--- src/rtl/boot_sequencer_if.sv ---
// boot_sequencer_if: boot request/config, memory read (req/addr/ack/data), word stream (valid/data/ready) and status (busy/done/err)
interface boot_sequencer_if #(
  parameter int ADDR_W = 8,
  parameter int DATA_W = 32,
  parameter int LEN_W = 32
);
  logic start;
  logic abort;
  logic [ADDR_W-1:0] cfg_addr_i;
  logic [LEN_W-1:0] cfg_len_i;
  logic mem_req_o;
  logic [ADDR_W-1:0] mem_addr_o;
  logic mem_ack_i;
  logic [DATA_W-1:0] mem_data_i;
  logic out_valid_o;
  logic [DATA_W-1:0] out_data_o;
  logic out_ready_i;
  logic busy_o;
  logic done_o;
  logic err_o;
  modport master (
    input start, abort, cfg_addr_i, cfg_len_i, mem_ack_i, mem_data_i, out_ready_i,
    output mem_req_o, mem_addr_o, out_valid_o, out_data_o, busy_o, done_o, err_o
  );
  modport slave (
    output start, abort, cfg_addr_i, cfg_len_i, mem_ack_i, mem_data_i, out_ready_i,
    input mem_req_o, mem_addr_o, out_valid_o, out_data_o, busy_o, done_o, err_o
  );
endinterface

--- src/rtl/boot_sequencer.sv ---
// boot_sequencer: streams cfg_len_i boot words read from cfg_addr_i upward; ports clk, clr_n (sync active-low reset), bus (boot_sequencer_if.master)
module boot_sequencer #(
  parameter int ADDR_W = 8,
  parameter int DATA_W = 32,
  parameter int LEN_W = 32,
  parameter int TIMEOUT = 255
) (
  input logic clk,
  input logic clr_n,
  boot_sequencer_if.master bus
);
  typedef enum logic [2:0] {IDLE, FETCH, SEND, DONE, ERR} state_t;
  state_t state, state_nx;
  logic [ADDR_W-1:0] cur_addr;
  logic [LEN_W-1:0] remaining;
  logic [7:0] timer;
  logic [DATA_W-1:0] data_q;
  always_comb begin
    state_nx = state;
    case (state)
      IDLE: state_nx = !bus.start ? IDLE : (bus.cfg_len_i != '0 ? FETCH : DONE);
      FETCH: state_nx = bus.mem_ack_i ? SEND : (timer == 8'(TIMEOUT) ? ERR : FETCH);
      SEND: state_nx = !bus.out_ready_i ? SEND : (remaining == LEN_W'(1) ? DONE : FETCH);
      DONE: state_nx = IDLE;
      ERR: state_nx = ERR;
      default: state_nx = IDLE;
    endcase
    if (bus.abort) state_nx = IDLE;
  end
  // timer sits at 0 outside FETCH, so every entry to FETCH starts a fresh count
  always_ff @(posedge clk) begin
    if (!clr_n) begin
      state <= IDLE;
      cur_addr <= '0;
      remaining <= '0;
      timer <= '0;
      data_q <= '0;
    end else begin
      state <= state_nx;
      timer <= state == FETCH ? timer + 8'd1 : 8'd0;
      if (state == IDLE && state_nx == FETCH) begin
        cur_addr <= bus.cfg_addr_i;
        remaining <= bus.cfg_len_i;
      end
      if (state == FETCH && state_nx == SEND) data_q <= bus.mem_data_i;
      if (state == SEND && state_nx != SEND && state_nx != IDLE) begin
        remaining <= remaining - 1'b1;
        cur_addr <= cur_addr + 1'b1;
      end
    end
  end
  assign bus.mem_req_o = state == FETCH;
  assign bus.mem_addr_o = state == FETCH ? cur_addr : '0;
  assign bus.out_valid_o = state == SEND;
  assign bus.out_data_o = data_q;
  assign bus.busy_o = state == FETCH || state == SEND;
  assign bus.done_o = state == DONE;
  assign bus.err_o = state == ERR;
endmodule

--- src/flat_wrapper.sv ---
// flat-port wrapper written by rule: the top's interface ports become plain ports
module boot_sequencer_flat 
#(
  parameter int ADDR_W = 8,
  parameter int DATA_W = 32,
  parameter int LEN_W = 32,
  parameter int TIMEOUT = 255
)
  (clk, clr_n, bus_start, bus_abort, bus_cfg_addr_i, bus_cfg_len_i, bus_mem_ack_i, bus_mem_data_i, bus_out_ready_i, bus_mem_req_o, bus_mem_addr_o, bus_out_valid_o, bus_out_data_o, bus_busy_o, bus_done_o, bus_err_o);
  boot_sequencer_if #(.ADDR_W(ADDR_W), .DATA_W(DATA_W), .LEN_W(LEN_W)) bus_i ();
  input logic clk;
  input logic clr_n;
  input wire logic [$bits(bus_i.start)-1:0] bus_start;
  input wire logic [$bits(bus_i.abort)-1:0] bus_abort;
  input wire logic [$bits(bus_i.cfg_addr_i)-1:0] bus_cfg_addr_i;
  input wire logic [$bits(bus_i.cfg_len_i)-1:0] bus_cfg_len_i;
  input wire logic [$bits(bus_i.mem_ack_i)-1:0] bus_mem_ack_i;
  input wire logic [$bits(bus_i.mem_data_i)-1:0] bus_mem_data_i;
  input wire logic [$bits(bus_i.out_ready_i)-1:0] bus_out_ready_i;
  output wire logic [$bits(bus_i.mem_req_o)-1:0] bus_mem_req_o;
  output wire logic [$bits(bus_i.mem_addr_o)-1:0] bus_mem_addr_o;
  output wire logic [$bits(bus_i.out_valid_o)-1:0] bus_out_valid_o;
  output wire logic [$bits(bus_i.out_data_o)-1:0] bus_out_data_o;
  output wire logic [$bits(bus_i.busy_o)-1:0] bus_busy_o;
  output wire logic [$bits(bus_i.done_o)-1:0] bus_done_o;
  output wire logic [$bits(bus_i.err_o)-1:0] bus_err_o;
  assign bus_i.start = bus_start;
  assign bus_i.abort = bus_abort;
  assign bus_i.cfg_addr_i = bus_cfg_addr_i;
  assign bus_i.cfg_len_i = bus_cfg_len_i;
  assign bus_i.mem_ack_i = bus_mem_ack_i;
  assign bus_i.mem_data_i = bus_mem_data_i;
  assign bus_i.out_ready_i = bus_out_ready_i;
  assign bus_mem_req_o = bus_i.mem_req_o;
  assign bus_mem_addr_o = bus_i.mem_addr_o;
  assign bus_out_valid_o = bus_i.out_valid_o;
  assign bus_out_data_o = bus_i.out_data_o;
  assign bus_busy_o = bus_i.busy_o;
  assign bus_done_o = bus_i.done_o;
  assign bus_err_o = bus_i.err_o;
  boot_sequencer #(.ADDR_W(ADDR_W), .DATA_W(DATA_W), .LEN_W(LEN_W), .TIMEOUT(TIMEOUT)) u_core (.clk(clk), .clr_n(clr_n), .bus(bus_i));
endmodule
--- config.mk ---
export PLATFORM = sky130hd
export DESIGN_NAME = boot_sequencer_flat
export DESIGN_NICKNAME = d
export VERILOG_FILES = /design/src/rtl/boot_sequencer_if.sv /design/src/rtl/boot_sequencer.sv /design/src/flat_wrapper.sv
export SDC_FILE = /design/constraint.sdc
export NUM_CORES = 1
export LEC_CHECK = 0
export BUFFER_PORTS_ARGS = -buffer_cell sky130_fd_sc_hd__buf_4
export CAP_MARGIN = 20
export CORE_MARGIN = 1
export CORE_UTILIZATION = 55
export DETAILED_ROUTE_END_ITERATION = 7
export HOLD_SLACK_MARGIN = 0.12
export PLACE_DENSITY = 0.85
export SLEW_MARGIN = 0
export SYNTH_ARGS = -nofsm -noshare
export SYNTH_HDL_FRONTEND = slang
export SYNTH_SLANG_ARGS = --single-unit
--- constraint.sdc ---
create_clock -name clk -period 5.9 [get_ports clk]
set_clock_uncertainty 0.2 [all_clocks]
set_input_delay 0.59 -clock clk [delete_from_list [all_inputs] [get_ports clk]]
set_output_delay 0.59 -clock clk [all_outputs]
set_load 0.05 [all_outputs]
==> results of run 1 <==
-- flip-flops by register name, summed over array words and instances, names as in the netlist --
| register | count |
|---|---|
| u_core.bus.out_data_o | 32 |
| u_core.remaining | 32 |
| u_core.state | 3 |
| u_core.cur_addr | 8 |
| u_core.timer | 8 |
-- Yosys cell counts (4+ instances only) --
library cell,count,area share [%]
sky130_fd_sc_hd__nand3_1,24,3.0
sky130_fd_sc_hd__or4_1,7,1.3
sky130_fd_sc_hd__inv_1,11,1.0
sky130_fd_sc_hd__nand4_1,9,1.4
sky130_fd_sc_hd__a211oi_1,4,0.74
sky130_fd_sc_hd__a2bb2oi_1,4,0.87
sky130_fd_sc_hd__and3_1,6,0.93
sky130_fd_sc_hd__o211ai_1,5,0.93
sky130_fd_sc_hd__o311ai_0,6,1.3
sky130_fd_sc_hd__xnor2_1,6,1.3
sky130_fd_sc_hd__a31oi_1,13,2.0
sky130_fd_sc_hd__nor3_1,18,2.2
sky130_fd_sc_hd__nand2_1,97,9.0
sky130_fd_sc_hd__nor2_1,34,3.2
sky130_fd_sc_hd__or3_1,7,1.1
sky130_fd_sc_hd__a21oi_1,62,7.7
sky130_fd_sc_hd__nor4_1,18,2.8
sky130_fd_sc_hd__o21ai_0,5,0.62
sky130_fd_sc_hd__ha_1,4,1.2
sky130_fd_sc_hd__dfxtp_1,83,41
sky130_fd_sc_hd__and2_1,9,1.4
sky130_fd_sc_hd__clkbuf_1,27,2.5
-- logic make-up after synthesis --
family,Yosys count
xor gates and xnor gates,9
buffers and inverters,44
and+or+nand+nor,244
adders and majority gates,4
muxes,3
DFF,83
AOI/OAI and AO/OA,130
-- layer usage --
| metal | up-vias | GRT usage [%] | share of wire, % |
|---|---|---|---|
| met4 | 0 | 11.8 | 2.2 |
| met3 | 31 | 7.92 | 8.7 |
| met2 | 240 | 52.7 | 49 |
| li1 | 2101 | - | - |
| met5 | - | 0 | 0 |
| met1 | 2089 | 40.0 | 40 |
-- area by class of cell --
| cell class | instances | area share (%) |
|---|---|---|
| multi-input cells | 390 | 42.1 |
| flip-flops and latches | 83 | 31.8 |
| repair buffers | 129 | 19.2 |
| clock buffers | 10 | 2.64 |
| well taps | 96 | 2.30 |
| clock inverters | 5 | 1.18 |
| inverters | 11 | 0.791 |
-- final timing paths --
| check | startpoint | endpoint | slack [ns] |
|---|---|---|---|
| worst max-delay path | u_core.remaining[0]$_SDFFE_PN0P_ | u_core.remaining[20]$_SDFFE_PN0P_ | 2.71 |
| worst min-delay path | u_core.bus.out_data_o[19]$_SDFFE_PN0P_ | u_core.bus.out_data_o[19]$_SDFFE_PN0P_ | 0.26 |
| worst max register to register | u_core.remaining[0]$_SDFFE_PN0P_ | u_core.remaining[20]$_SDFFE_PN0P_ | 2.71 |
| worst min register to register | u_core.bus.out_data_o[19]$_SDFFE_PN0P_ | u_core.bus.out_data_o[19]$_SDFFE_PN0P_ | 0.26 |
-- through the flow --
stage          hold WS (ns)  std cells  utilization (%)  instance area, sq um
6_report              0.258        724             75.1                  5220
5_1_grt               0.262        724             75.1                  5220
4_1_cts               0.256        722             74.6                  5180
3_5_place_dp          0.241        707             71.8                  4980
3_3_place_gp          0.226        705             71.4                  4960
2_1_floorplan         0.213        517                -                  4040
-- power by group through the flow --
stage	logic, mW	clock network [mW]	registers, mW
floorplan	0.105	0	0.614
global placement	0.187	0	0.609
detailed placement	0.192	0	0.610
CTS	0.194	0.426	0.597
global route	0.214	0.451	0.601
finish	0.200	0.425	0.598
-- worst max-delay path: cells and delay by family, from the launching register on --
family          cells  cell delay [ns]
simple gates        3             1.79
fa+ha+maj           1             0.19
compound gates      2             0.42
flops               1             0.35
buf+inv             1             0.10
==> run summary, run 1 <==
Measured against the total synthesized area, the mux share comes to 0.774%. Sequential cells burn 48.9% of the power. The worst path in the final design needs a cycle of 3.19 ns, including I/O delays and setup. At the end of routability-driven placement, the weighted congestion stood at 0.889. The async set-reset flop share out of synthesis is 0%, and the net switching power is 0.354 mW.

The region available for standard cell placement spans 6940 sq um. Setup repair after global routing left no endpoint under its margin. The count of buffers added on input and output ports is 122. The die outline height is 87.7 um.

TritonCTS built the clock tree. The clock passes through at most 2 buffers. The cell area that synthesis handed to floorplanning was 4040 sq um.

Summed over all layers, the global routing overflow is 0. The adder and majority cell fraction of the synthesized area is 1.24%, and the post-synthesis share of cell area spent on and, or, nand and nor gates is 29.5%. The hold violation total from the final report was 0. The run gives 7700 sq um as the total die area.

The logs give 0.313 GHz for the highest clock rate and 2.06 nW for the leakage power of the design. The total length of routed wires is 12200 um, and the post-cts sizing count is 0. The routed layout has 4461 vias.

The clock transition at the register clock pins on the worst setup and hold paths after CTS works out to 0.09 ns. Cell depth of the worst hold path: 2. Of the cells placed in the final design, the portion with a size suffix greater than 1 is 25.3%. For this run, design rule violations remaining after detail routing come to 0. Worst endpoint required time: 5.92 ns. The via count of the first global-routing pass came out at 4102. For this block, the initial DRC count from the detailed router was 439. Entering global routing, the biggest net connects 40 pins. Power spread over the standard cell area amounts to 235 nW/um^2. The average cell area after synthesis was 7.82 sq um. STA classifies the critical path startpoint as a flop.

The clock reaches the later pin of the worst-skew pair after 0.36 ns. For this run, the leading register cell type out of synthesis is sky130_fd_sc_hd__dfxtp_1. For this design, the slowest cell found on the critical path is sky130_fd_sc_hd__or4_1. In this run the clock root is driven by a sky130_fd_sc_hd__clkbuf_8. The overall die width came out at 87.7 um. After synthesis, the largest family of logic cells by area is simple AND/OR/NAND/NOR gates. The logs give 0 for the count of synthesis-stage warnings from yosys and 0 for the max capacitance violation total. Per report_power, the combinational group accounts for 16.4% of the total. Counting flops and latches in the post-synthesis netlist gives 83. The max-slew violation count is 0, and the proportion of total power due to net switching is 28.9%.

The first global-routing pass estimated 19200 um of wire. The number of inserted diodes was 0; the number of buffers inserted by hold repair at cts was 0. Synthesis instantiated 61 different standard cells from the library. Setup total negative slack on the finished layout was measured at 0 ns. The synthesis-to-layout area growth was 29.0%; the total setup buffers inserted after CTS was 0. Global-route total usage across every layer: 31.8%. Summing all multi-input logic gate instances after layout gives 2200 sq um. The tools report the count of standard-cell rows as 30.

The via count normalized by instance count is 6.16. Worst setup slack after placement: 2.35 ns. In the synthesized netlist, the number of instances is 517. The wire-length estimate of the detail-placed layout is 8620 um. The xor and xnor fraction of the mapped netlist area was 1.95%; the worst slew slack as a fraction of its limit was 45.1%. In the layout the commonest cells are 126 x sky130_fd_sc_hd__buf_4, 97 x sky130_fd_sc_hd__nand2_1, 83 x sky130_fd_sc_hd__dfxtp_1. The tools report the total internal power as 0.870 mW. Leaving out fill and tap cells, the most frequent cell in the layout is sky130_fd_sc_hd__buf_4.

For this design, the sink count on the clock tree is 83. After layout, the worst path uses 54.1% of the clock period. Counting the buffers created by CTS gives 9. The tools report the number of search-and-repair iterations in the first detailed-routing pass as 7.

Counting flops with a built-in enable in the synthesized netlist gives 0. The number of cells on the worst reg-to-reg path is 7. For the worst setup path, the data arrival time is 3.21 ns. Clock power share: 34.7%. When the netlist entered floorplanning its net count stood at 599.

In this run the worst hold path is classified as flop to flop. STA classifies the critical path endpoint as a flop. The clock tree synthesis step divided the H-tree into 3 levels. The detailed-route wire length per cell works out to 16.9 um.

Pin placement for this block handled 123 I/O pins. For this run, the slowest stage of the critical path takes 0.69 ns. The tools report the filler cell count as 535. Final number of setup-violating endpoints: 0. Critical path class: flop to flop.

The run gives 0 as the initial antenna violation count. The signal on the critical path passes through inv_1 > ha_1 > or3b_2 > or4_1 > or4_2 > o311ai_0 > a31oi_1. The final critical-path setup slack is 2.71 ns, and the post-synthesis sequential area ratio is 41.1%. Once the floorplan was initialized, standard cells occupied 58.2% of the core.

The total power of the final layout was 1.22 mW; the net count reported at finish was 706. Of all nets on the critical path, the largest fanout is 8. The detail route stage leaves a number of antenna-violating nets equal to 0. The worst voltage drop across the vdd grid is 0.161 mV, and the compound-gate portion of the synthesized area is 20.7%. The sequential cells in the finished layout cover a total of 1660 sq um. The run finished with clean final reports. The transition time at the pin with the least slew margin came out at 0.823 ns.
(Power assumes the default switching activity.)
==> run 2, diff against run 1 <==
CORE_UTILIZATION = 52   (was 55)
PLACE_DENSITY = 0.81   (was 0.85)
clock period = 3 ns   (was 5.9 ns; I/O delays follow)
==> run summary, run 2 (synthesis results as in run 1) <==
The total core area is 7370 sq um (was 6940 sq um), and the ratio of total power to cell area is 402 nW/um^2 (was 235 nW/um^2). The clock transition at the register clock pins on the worst setup and hold paths after CTS was 0.09 ns (about the same). The number of search-and-repair iterations in the first detailed-routing pass was 5 (was 7); the highest clock rate was 0.341 GHz (was 0.313 GHz). The leading cell type in the layout, fill and taps excluded was sky130_fd_sc_hd__buf_4 (unchanged).

Max-slew violation count: 0 (unchanged). The run gives 31 (was 30) as the count of standard-cell rows. The share of the clock period used by the worst path after layout works out to 97.8% (was 54.1%).

The global-route wire length before repair was 22900 um (was 19200 um); the routability congestion estimate from global placement was 0.961 (was 0.889). The fraction of final layout cells with drive strength greater than 1 came out at 24.2% (was 25.3%). The run gives 484 (was 439) as the number of violations reported at the end of detailed-routing iteration 0. The max capacitance violation total is 0 (unchanged), and the time the final worst path needs with I/O delays and setup is 2.93 ns (was 3.19 ns). The number of placed I/O pins was 123 (unchanged); the pin count of the biggest net entering global routing was 42 (was 40). The total power of the final layout was 2.43 mW (was 1.22 mW). The delay of the slowest critical-path stage was 0.71 ns (was 0.69 ns). The run gives 34.6% (was 31.8%) as the global-route total usage across every layer. The tools report the net count reported at finish as 792 (was 706).

The tools report the number of inserted diodes as 0 (unchanged). The via count of the first global-routing pass is 4859 (was 4102), and the total stage count of the critical path is 7 (unchanged). The number of sinks on the clock net was 83 (unchanged); the non-filler instance count after layout was 814 (was 724). The cell depth of the worst hold path came out at 4 (was 2). The slowest library cell on the worst path was sky130_fd_sc_hd__or4b_2 (was sky130_fd_sc_hd__or4_1).

Worst endpoint required time: 3.04 ns (was 5.92 ns). The number of buffers added on ports is 122 (unchanged). Sort of element at the end of the critical path: a flop (unchanged). For the maximum buffer depth of the clock tree, the log shows 2 (unchanged). Overall die width: 90.2 um (was 87.7 um). The worst hold slack after final layout is 0.185 ns (was 0.258 ns), and the count of unresolved DRC violations after routing is 0 (unchanged).

For the overall overflow remaining after global route, the log shows 0 (unchanged). The detailed-route wire length per cell is 17.3 um (was 16.9 um). TritonCTS built the clock tree. Most used cells in the layout excluding fill and tap cells: 138 x sky130_fd_sc_hd__buf_4, 97 x sky130_fd_sc_hd__nand2_1, 83 x sky130_fd_sc_hd__dfxtp_1 (was 126 x sky130_fd_sc_hd__buf_4, 97 x sky130_fd_sc_hd__nand2_1, 83 x sky130_fd_sc_hd__dfxtp_1).

The combined buffer and inverter count along the critical path is 2 (was 1), and the clock insertion delay at the later pin of the skew report is 0.34 ns (was 0.36 ns). The clock root buffer master is sky130_fd_sc_hd__clkbuf_8 (unchanged). The initial antenna violation count came out at 0 (unchanged). The synthesis-to-layout area growth was 49.5% (was 29.0%). Worst slew slack as a fraction of its limit: 48.1% (was 45.1%). Final number of setup-violating endpoints: 0 (unchanged). The critical path class was flop to flop (unchanged). Cell count after placement: 720 (was 707).

The via count normalized by instance count is 6.03 (was 6.16), and the count of antenna-violating nets left after detailed routing is 0 (unchanged). The die outline height is 90.2 um (was 87.7 um), and the estimated wirelength of the detail-placed design is 8530 um (was 8620 um). For the worst voltage drop across the vdd grid, the log shows 0.362 mV (was 0.161 mV). The via count was 4907 (was 4461). Arrival time at the worst endpoint: 2.97 ns (was 3.21 ns).

The total negative slack for setup checks was 0 ns (unchanged). The logs give 9 (unchanged) for the number of CTS-inserted buffers and 2.40 nW (was 2.06 nW) for the leakage power of the design. The hold violation total from the final report came out at 0 (unchanged). Critical-path cell list: or4b_2 > nor2_1 > o21ai_4 > buf_12 > o21ai_0 > dlygate4sd3_1 > nor3_1 (was inv_1 > ha_1 > or3b_2 > or4_1 > or4_2 > o311ai_0 > a31oi_1).

The transition time at the pin with the least slew margin is 0.778 ns (was 0.823 ns). The total length of routed wires was 14100 um (was 12200 um); the total die area was 8130 sq um (was 7700 sq um). The number of cells traversed by the worst register-to-register path works out to 7 (unchanged). The starting utilization of the core area came out at 54.9% (was 58.2%). Launching element type of the critical path: a flop (unchanged). The class of the tightest hold or removal check was input port to flop (was flop to flop). The worst-path maximum fanout is 36 (was 8). The number of levels the H-tree was split into came out at 3 (unchanged).

Largest delay contributor family on the critical path: simple AND/OR/NAND/NOR gates (unchanged). The run finished with clean final reports.
[run 2: cell types whose count changed in the layout (fill, tap and decap cells not counted), sizes merged]
cell,change
clkinvlp,+3
clkinv,-1
buf,+10
dlygate4sd3,+76
bufinv,-1
[run 2: per-stage QoR]
stage               setup WS, ns  area [sq um]  utilization, %
floorplan                 0.0550          4040               -
global placement           0.114          5060            68.7
detailed placement        0.0615          5060            68.7
CTS                       0.0190          6000            81.4
global route             -0.0359          6050            82.1
finish                    0.0655          6050            82.1
[run 2: path summary, 6_finish.rpt]
| path | from | slack, ns | endpoint |
|---|---|---|---|
| worst max-delay path | u_core.state[2]$_SDFF_PN0_ | 0.07 | u_core.remaining[28]$_SDFFE_PN0P_ |
| worst min-delay path | bus_cfg_len_i[31] | 0.19 | u_core.remaining[31]$_SDFFE_PN0P_ |
| worst max register to register | u_core.state[2]$_SDFF_PN0_ | 0.07 | u_core.remaining[28]$_SDFFE_PN0P_ |
| worst min register to register | u_core.timer[0]$_SDFF_PN0_ | 0.26 | u_core.timer[0]$_SDFF_PN0_ |
[run 2: what timing repair did]
action,in CTS,in global routing
hold buffers,76,0
setup endpoints to repair,0,2
setup buffers,0,2
gates resized for setup,0,6
endpoints found under the hold margin,74,0
[run 2: area by class of cell]
cell class	count	area [sq um]
clock buffers	10	128
clock inverters	6	48.8
multi-input cells	390	2230
repair buffers	215	1820
flip-flops and latches	83	1660
fillers	469	1320
well taps	99	124
inverters	11	41.3
[run 2: power by group]
group          switching [mW]  total [mW]  internal, mW  leakage, nW
registers              0.0401        1.18          1.14        0.674
clock network           0.448       0.757         0.309       0.0795
logic                   0.256       0.498         0.242         1.65
[run 2: metal layers]
| metal | vias up | part of all wire [%] | track usage, % |
|---|---|---|---|
| met3 | 51 | 8.0 | 6.01 |
| met5 | - | 0 | 0 |
| met2 | 311 | 51 | 60.4 |
| met1 | 2276 | 39 | 41.5 |
| met4 | 0 | 2.9 | 15.1 |
| li1 | 2269 | - | - |
[run 2: tightest hold or removal path: cells and delay by family]
kind,cells,cell delay [ns]
simple gates,1,0.05
compound gates,2,0.25
buf+inv,1,0.10
==> run 3, diff against run 2 <==
ABC_AREA = 1   (was default)
CORE_UTILIZATION = 54   (was 52)
==> run summary, run 3 <==
The net count reported at finish was 1123 (was 792); the share of cell area taken by muxes after synthesis was 0% (was 0.774%). The final number of setup-violating endpoints came out at 0 (unchanged). The share of the clock period used by the worst path after layout came out at 91.1% (was 97.8%). The flow ran to the end, and the final reports show no timing, DRC or antenna violations.

TritonCTS built the clock tree. The share of total power in combinational logic came out at 26.3% (was 20.5%). Most used cells in the layout excluding fill and tap cells: 270 x sky130_fd_sc_hd__nand2_1, 210 x sky130_fd_sc_hd__nor2_1, 128 x sky130_fd_sc_hd__buf_4 (was 138 x sky130_fd_sc_hd__buf_4, 97 x sky130_fd_sc_hd__nand2_1, 83 x sky130_fd_sc_hd__dfxtp_1). The cell with the most instances after synthesis was sky130_fd_sc_hd__nand2_1 (unchanged). The tools report the sort of element at the end of the critical path as a flop (unchanged). Post-synthesis share of cell area spent on and, or, nand and nor gates: 46.8% (was 29.5%).

The launching element type of the critical path is an input port (was a flop). The total negative slack for setup checks came out at 0 ns (unchanged). The overall overflow remaining after global route was 0 (unchanged); the total stage count of the critical path was 13 (was 7). Setup repair after global routing left no endpoint under its margin. The number of inserted diodes was 0 (unchanged); the worst slew slack as a fraction of its limit was 55.3% (was 48.1%). Maximum buffer depth of the clock tree: 2 (unchanged). Transition time at the pin with the least slew margin: 0.670 ns (was 0.778 ns). The class of the tightest hold or removal check is input port to flop (unchanged). The run gives 5622 (was 4859) as the via count of the first global-routing pass. Largest delay contributor family on the critical path: simple AND/OR/NAND/NOR gates (unchanged).

The adder and majority cell fraction of the synthesized area is 0.992% (was 1.24%), and the highest clock rate is 0.366 GHz (was 0.341 GHz). The fraction of post-synthesis cell area in the top cell type by area came out at 32.9% (was 41.1%). The logs give 3.55 nW (was 2.40 nW) for the leakage power of the design and 894 um (was 1120 um) for the routed wire length on met3. The clock transition at the register clock pins on the worst setup and hold paths after CTS was 0.09 ns (about the same).

The number of enable-type register cells in the synthesized netlist came out at 0 (unchanged). The synthesis-to-layout area growth is 36.5% (was 49.5%). For the total internal power, the log shows 1.84 mW (was 1.69 mW).

The number of violations reported at the end of detailed-routing iteration 0 came out at 376 (was 484). The via count normalized by instance count was 5.13 (was 6.03). The ratio of total power to cell area is 404 nW/um^2 (was 402 nW/um^2), and the fraction of final layout cells with drive strength greater than 1 is 15.1% (was 24.2%). The logs give 83 (unchanged) for the number of sinks on the clock net and 866 (was 517) for the synthesized instance count. The logs give 0 (unchanged) for the hold violation total from the final report and 9730 sq um (was 8130 sq um) for the total die area. Compound-gate portion of the synthesized area: 5.48% (was 20.7%). The count of synthesis-stage warnings from yosys was 0 (unchanged); the detailed-routed wire length on met2 was 7820 um (was 7130 um). Xor and xnor fraction of the mapped netlist area: 3.64% (was 1.95%). The leading cell type in the layout, fill and taps excluded was sky130_fd_sc_hd__nand2_1 (was sky130_fd_sc_hd__buf_4). The count of unresolved DRC violations after routing was 0 (unchanged). The tools report the net switching power as 0.939 mW (was 0.744 mW). The slowest library cell on the worst path is sky130_fd_sc_hd__dlygate4sd3_1 (was sky130_fd_sc_hd__or4b_2).

The number of buffers added on ports works out to 122 (unchanged). For the number of placed I/O pins, the log shows 123 (unchanged). Most used standard cells in the synthesized netlist: 270 x sky130_fd_sc_hd__nand2_1, 210 x sky130_fd_sc_hd__nor2_1, 85 x sky130_fd_sc_hd__inv_1 (was 97 x sky130_fd_sc_hd__nand2_1, 83 x sky130_fd_sc_hd__dfxtp_1, 62 x sky130_fd_sc_hd__a21oi_1). The pin count of the biggest net entering global routing was 65 (was 42). The clock root buffer master is sky130_fd_sc_hd__clkbuf_8 (unchanged).

The via count is 5925 (was 4907). The logs give 1154 (was 814) for the non-filler instance count after layout and 6320 um (was 5430 um) for the met1 wire length. The estimated wirelength of the detail-placed design is 9810 um (was 8530 um), and the max capacitance violation total is 0 (unchanged). The number of buffers inserted by hold repair at cts was 68 (was 76); the proportion of total power due to net switching was 33.7% (was 30.6%). The tools report the max-slew violation count as 0 (unchanged). The number of search-and-repair iterations in the first detailed-routing pass came out at 6 (was 5). The run gives 25600 um (was 22900 um) as the global-route wire length before repair. The overall die width was 98.7 um (was 90.2 um). Cell types with the largest area share after synthesis: sky130_fd_sc_hd__dfxtp_1 33%, sky130_fd_sc_hd__nand2_1 20%, sky130_fd_sc_hd__nor2_1 16% (was sky130_fd_sc_hd__dfxtp_1 41%, sky130_fd_sc_hd__nand2_1 9.0%, sky130_fd_sc_hd__a21oi_1 7.7%). The time the final worst path needs with I/O delays and setup is 2.73 ns (was 2.93 ns). Top metal layer carrying routed signals: met4 (unchanged). The main combinational cell family by area after synthesis was simple AND/OR/NAND/NOR gates (unchanged).

For the count of standard-cell rows, the log shows 34 (was 31). For the number of CTS-inserted buffers, the log shows 9 (unchanged). The global-route total usage across every layer is 32.7% (was 34.6%), and the number of library cell types mapped by synthesis is 31 (was 61). The post-synth net total was 948 (was 599); the worst voltage drop across the vdd grid was 0.360 mV (was 0.362 mV).

The critical path class was input port to flop (was flop to flop). The total core area is 8890 sq um (was 7370 sq um), and the total length of routed wires is 15600 um (was 14100 um). The logs give 0 (unchanged) for the total setup buffers inserted after CTS and 0.33 ns (was 0.07 ns) for the register-to-register setup slack. Dominant register cell in the synthesized netlist: sky130_fd_sc_hd__dfxtp_1 (unchanged). The post-cts sizing count was 0 (unchanged).

Critical-path cell list: dlygate4sd3_1 > buf_4 > nor2_1 > nand2_1 > nor2_1 > nand2_1 > nor2_1 > nor2_1 > nand2_1 > nand3_4 > nand2_1 > nand2_1 > nor2_1 (was or4b_2 > nor2_1 > o21ai_4 > buf_12 > o21ai_0 > dlygate4sd3_1 > nor3_1). The delay of the slowest critical-path stage is 0.55 ns (was 0.71 ns). The number of levels the H-tree was split into came out at 3 (unchanged). For the post-synthesis sequential area ratio, the log shows 32.9% (was 41.1%). The cell count after placement was 1070 (was 720); the worst endpoint required time was 3.10 ns (was 3.04 ns). The flip-flop and latch count after synthesis is 83 (unchanged), and the number of cells traversed by the worst register-to-register path is 13 (was 7). The die outline height was 98.7 um (was 90.2 um); the initial antenna violation count was 0 (unchanged). The sequential group share of total power was 42.6% (was 48.4%).

The clock power share is 31.1% (about the same), and the cell depth of the worst hold path is 5 (was 4). For the routability congestion estimate from global placement, the log shows 0.931 (was 0.961). The count of antenna-violating nets left after detailed routing was 0 (unchanged).

The top cell type by total area after synthesis is sky130_fd_sc_hd__dfxtp_1 (unchanged). The async set-reset flop share out of synthesis came out at 0% (unchanged). For the clock insertion delay at the later pin of the skew report, the log shows 0.37 ns (was 0.34 ns). Detailed-route wire length per cell: 13.5 um (was 17.3 um). The worst-path maximum fanout was 64 (was 36); the worst hold slack after final layout was 0.122 ns (was 0.185 ns).

The starting utilization of the core area is 56.8% (was 54.9%), and the average cell area after synthesis is 5.83 sq um (was 7.82 sq um). The combined buffer and inverter count along the critical path came out at 2 (unchanged). The area of the mapped netlist was 5050 sq um (was 4040 sq um). The run gives 2.83 ns (was 2.97 ns) as the arrival time at the worst endpoint.
==> run 3: cell count changes in the layout (fill, tap and decap cells not counted), moves of 14 or more <==
cell                      before  now
sky130_fd_sc_hd__inv_1        10   85
sky130_fd_sc_hd__nor4_1       16    2
sky130_fd_sc_hd__nor2_1       33  210
sky130_fd_sc_hd__nand3_1      24   71
sky130_fd_sc_hd__a21oi_1      62   26
sky130_fd_sc_hd__nor3_1       18    4
sky130_fd_sc_hd__nand2_1      97  270
==> run 3: routing by layer <==
| metal | up-vias | GRT usage (%) |
|---|---|---|
| met2 | 231 | 58.1 |
| met1 | 2634 | 38.4 |
| met4 | 0 | 15.0 |
| met3 | 55 | 5.96 |
| li1 | 3005 | - |
| met5 | - | 0 |
==> run 3: final cells by class <==
cell class / count / area (sq um)
Inverter: 89 / 334
Clock inverter: 7 / 80.1
Fill cell: 697 / 2000
Sequential cell: 83 / 1660
Clock buffer: 9 / 124
Tap cell: 108 / 135
Multi-Input combinational cell: 660 / 2870
Timing Repair Buffer: 198 / 1680
==> run 3: worst reg2reg max path, cell delays in order (launching register included) <==
cell and delay (ns):
sky130_fd_sc_hd__dfxtp_1 0.33, sky130_fd_sc_hd__ha_1 0.21, sky130_fd_sc_hd__nand2_1 0.11, sky130_fd_sc_hd__nor2_1 0.07, sky130_fd_sc_hd__nand2_1 0.08, sky130_fd_sc_hd__nand2_1 0.05
sky130_fd_sc_hd__nand2_1 0.06, sky130_fd_sc_hd__nand2_1 0.08, sky130_fd_sc_hd__nor2_1 0.14, sky130_fd_sc_hd__nand3_2 0.31, sky130_fd_sc_hd__nand2_1 0.27, sky130_fd_sc_hd__buf_4 0.33
sky130_fd_sc_hd__nand2_1 0.15, sky130_fd_sc_hd__a21oi_1 0.18
==> run 3: power groups by stage <==
stage	sequential (mW)	combinational, mW	clock, mW
4_1_cts	1.18	0.716	0.863
3_3_place_gp	1.21	0.637	0
2_1_floorplan	1.20	0.436	0
6_report	1.19	0.731	0.866
5_1_grt	1.19	0.812	0.918
3_5_place_dp	1.21	0.641	0
==> run 3: kinds of logic (layout without fill, tap and decap cells) <==
logic type | count (synthesis) | count (layout)
AO/OA/AOI/OAI | 54 | 54
XOR/XNOR | 21 | 21
adder cells (fa/ha/maj) | 4 | 4
buffers and inverters | 123 | 303
flip-flops | 83 | 83
AND/OR/NAND/NOR | 581 | 581
==> run 3: worst paths after layout <==
kind,from,endpoint
max,bus_cfg_len_i[28],u_core.bus.out_data_o[31]$_SDFFE_PN0P_
min reg2reg,u_core.timer[0]$_SDFF_PN0_,u_core.timer[0]$_SDFF_PN0_
max reg2reg,u_core.timer[0]$_SDFF_PN0_,u_core.remaining[29]$_SDFFE_PN0P_
min,bus_cfg_len_i[15],u_core.remaining[15]$_SDFFE_PN0P_
==> run 3: metrics by stage <==
step | setup WS (ns) | util [%] | total power, mW | area, sq um
after floorplan | 0.693 | - | 1.64 | 5050
after global placement | 0.558 | 67.5 | 1.85 | 6000
after detailed placement | 0.513 | 67.5 | 1.85 | 6000
after CTS | 0.375 | 77.5 | 2.76 | 6890
after global routing | 0.0863 | 77.5 | 2.92 | 6890
final | 0.267 | 77.5 | 2.78 | 6890
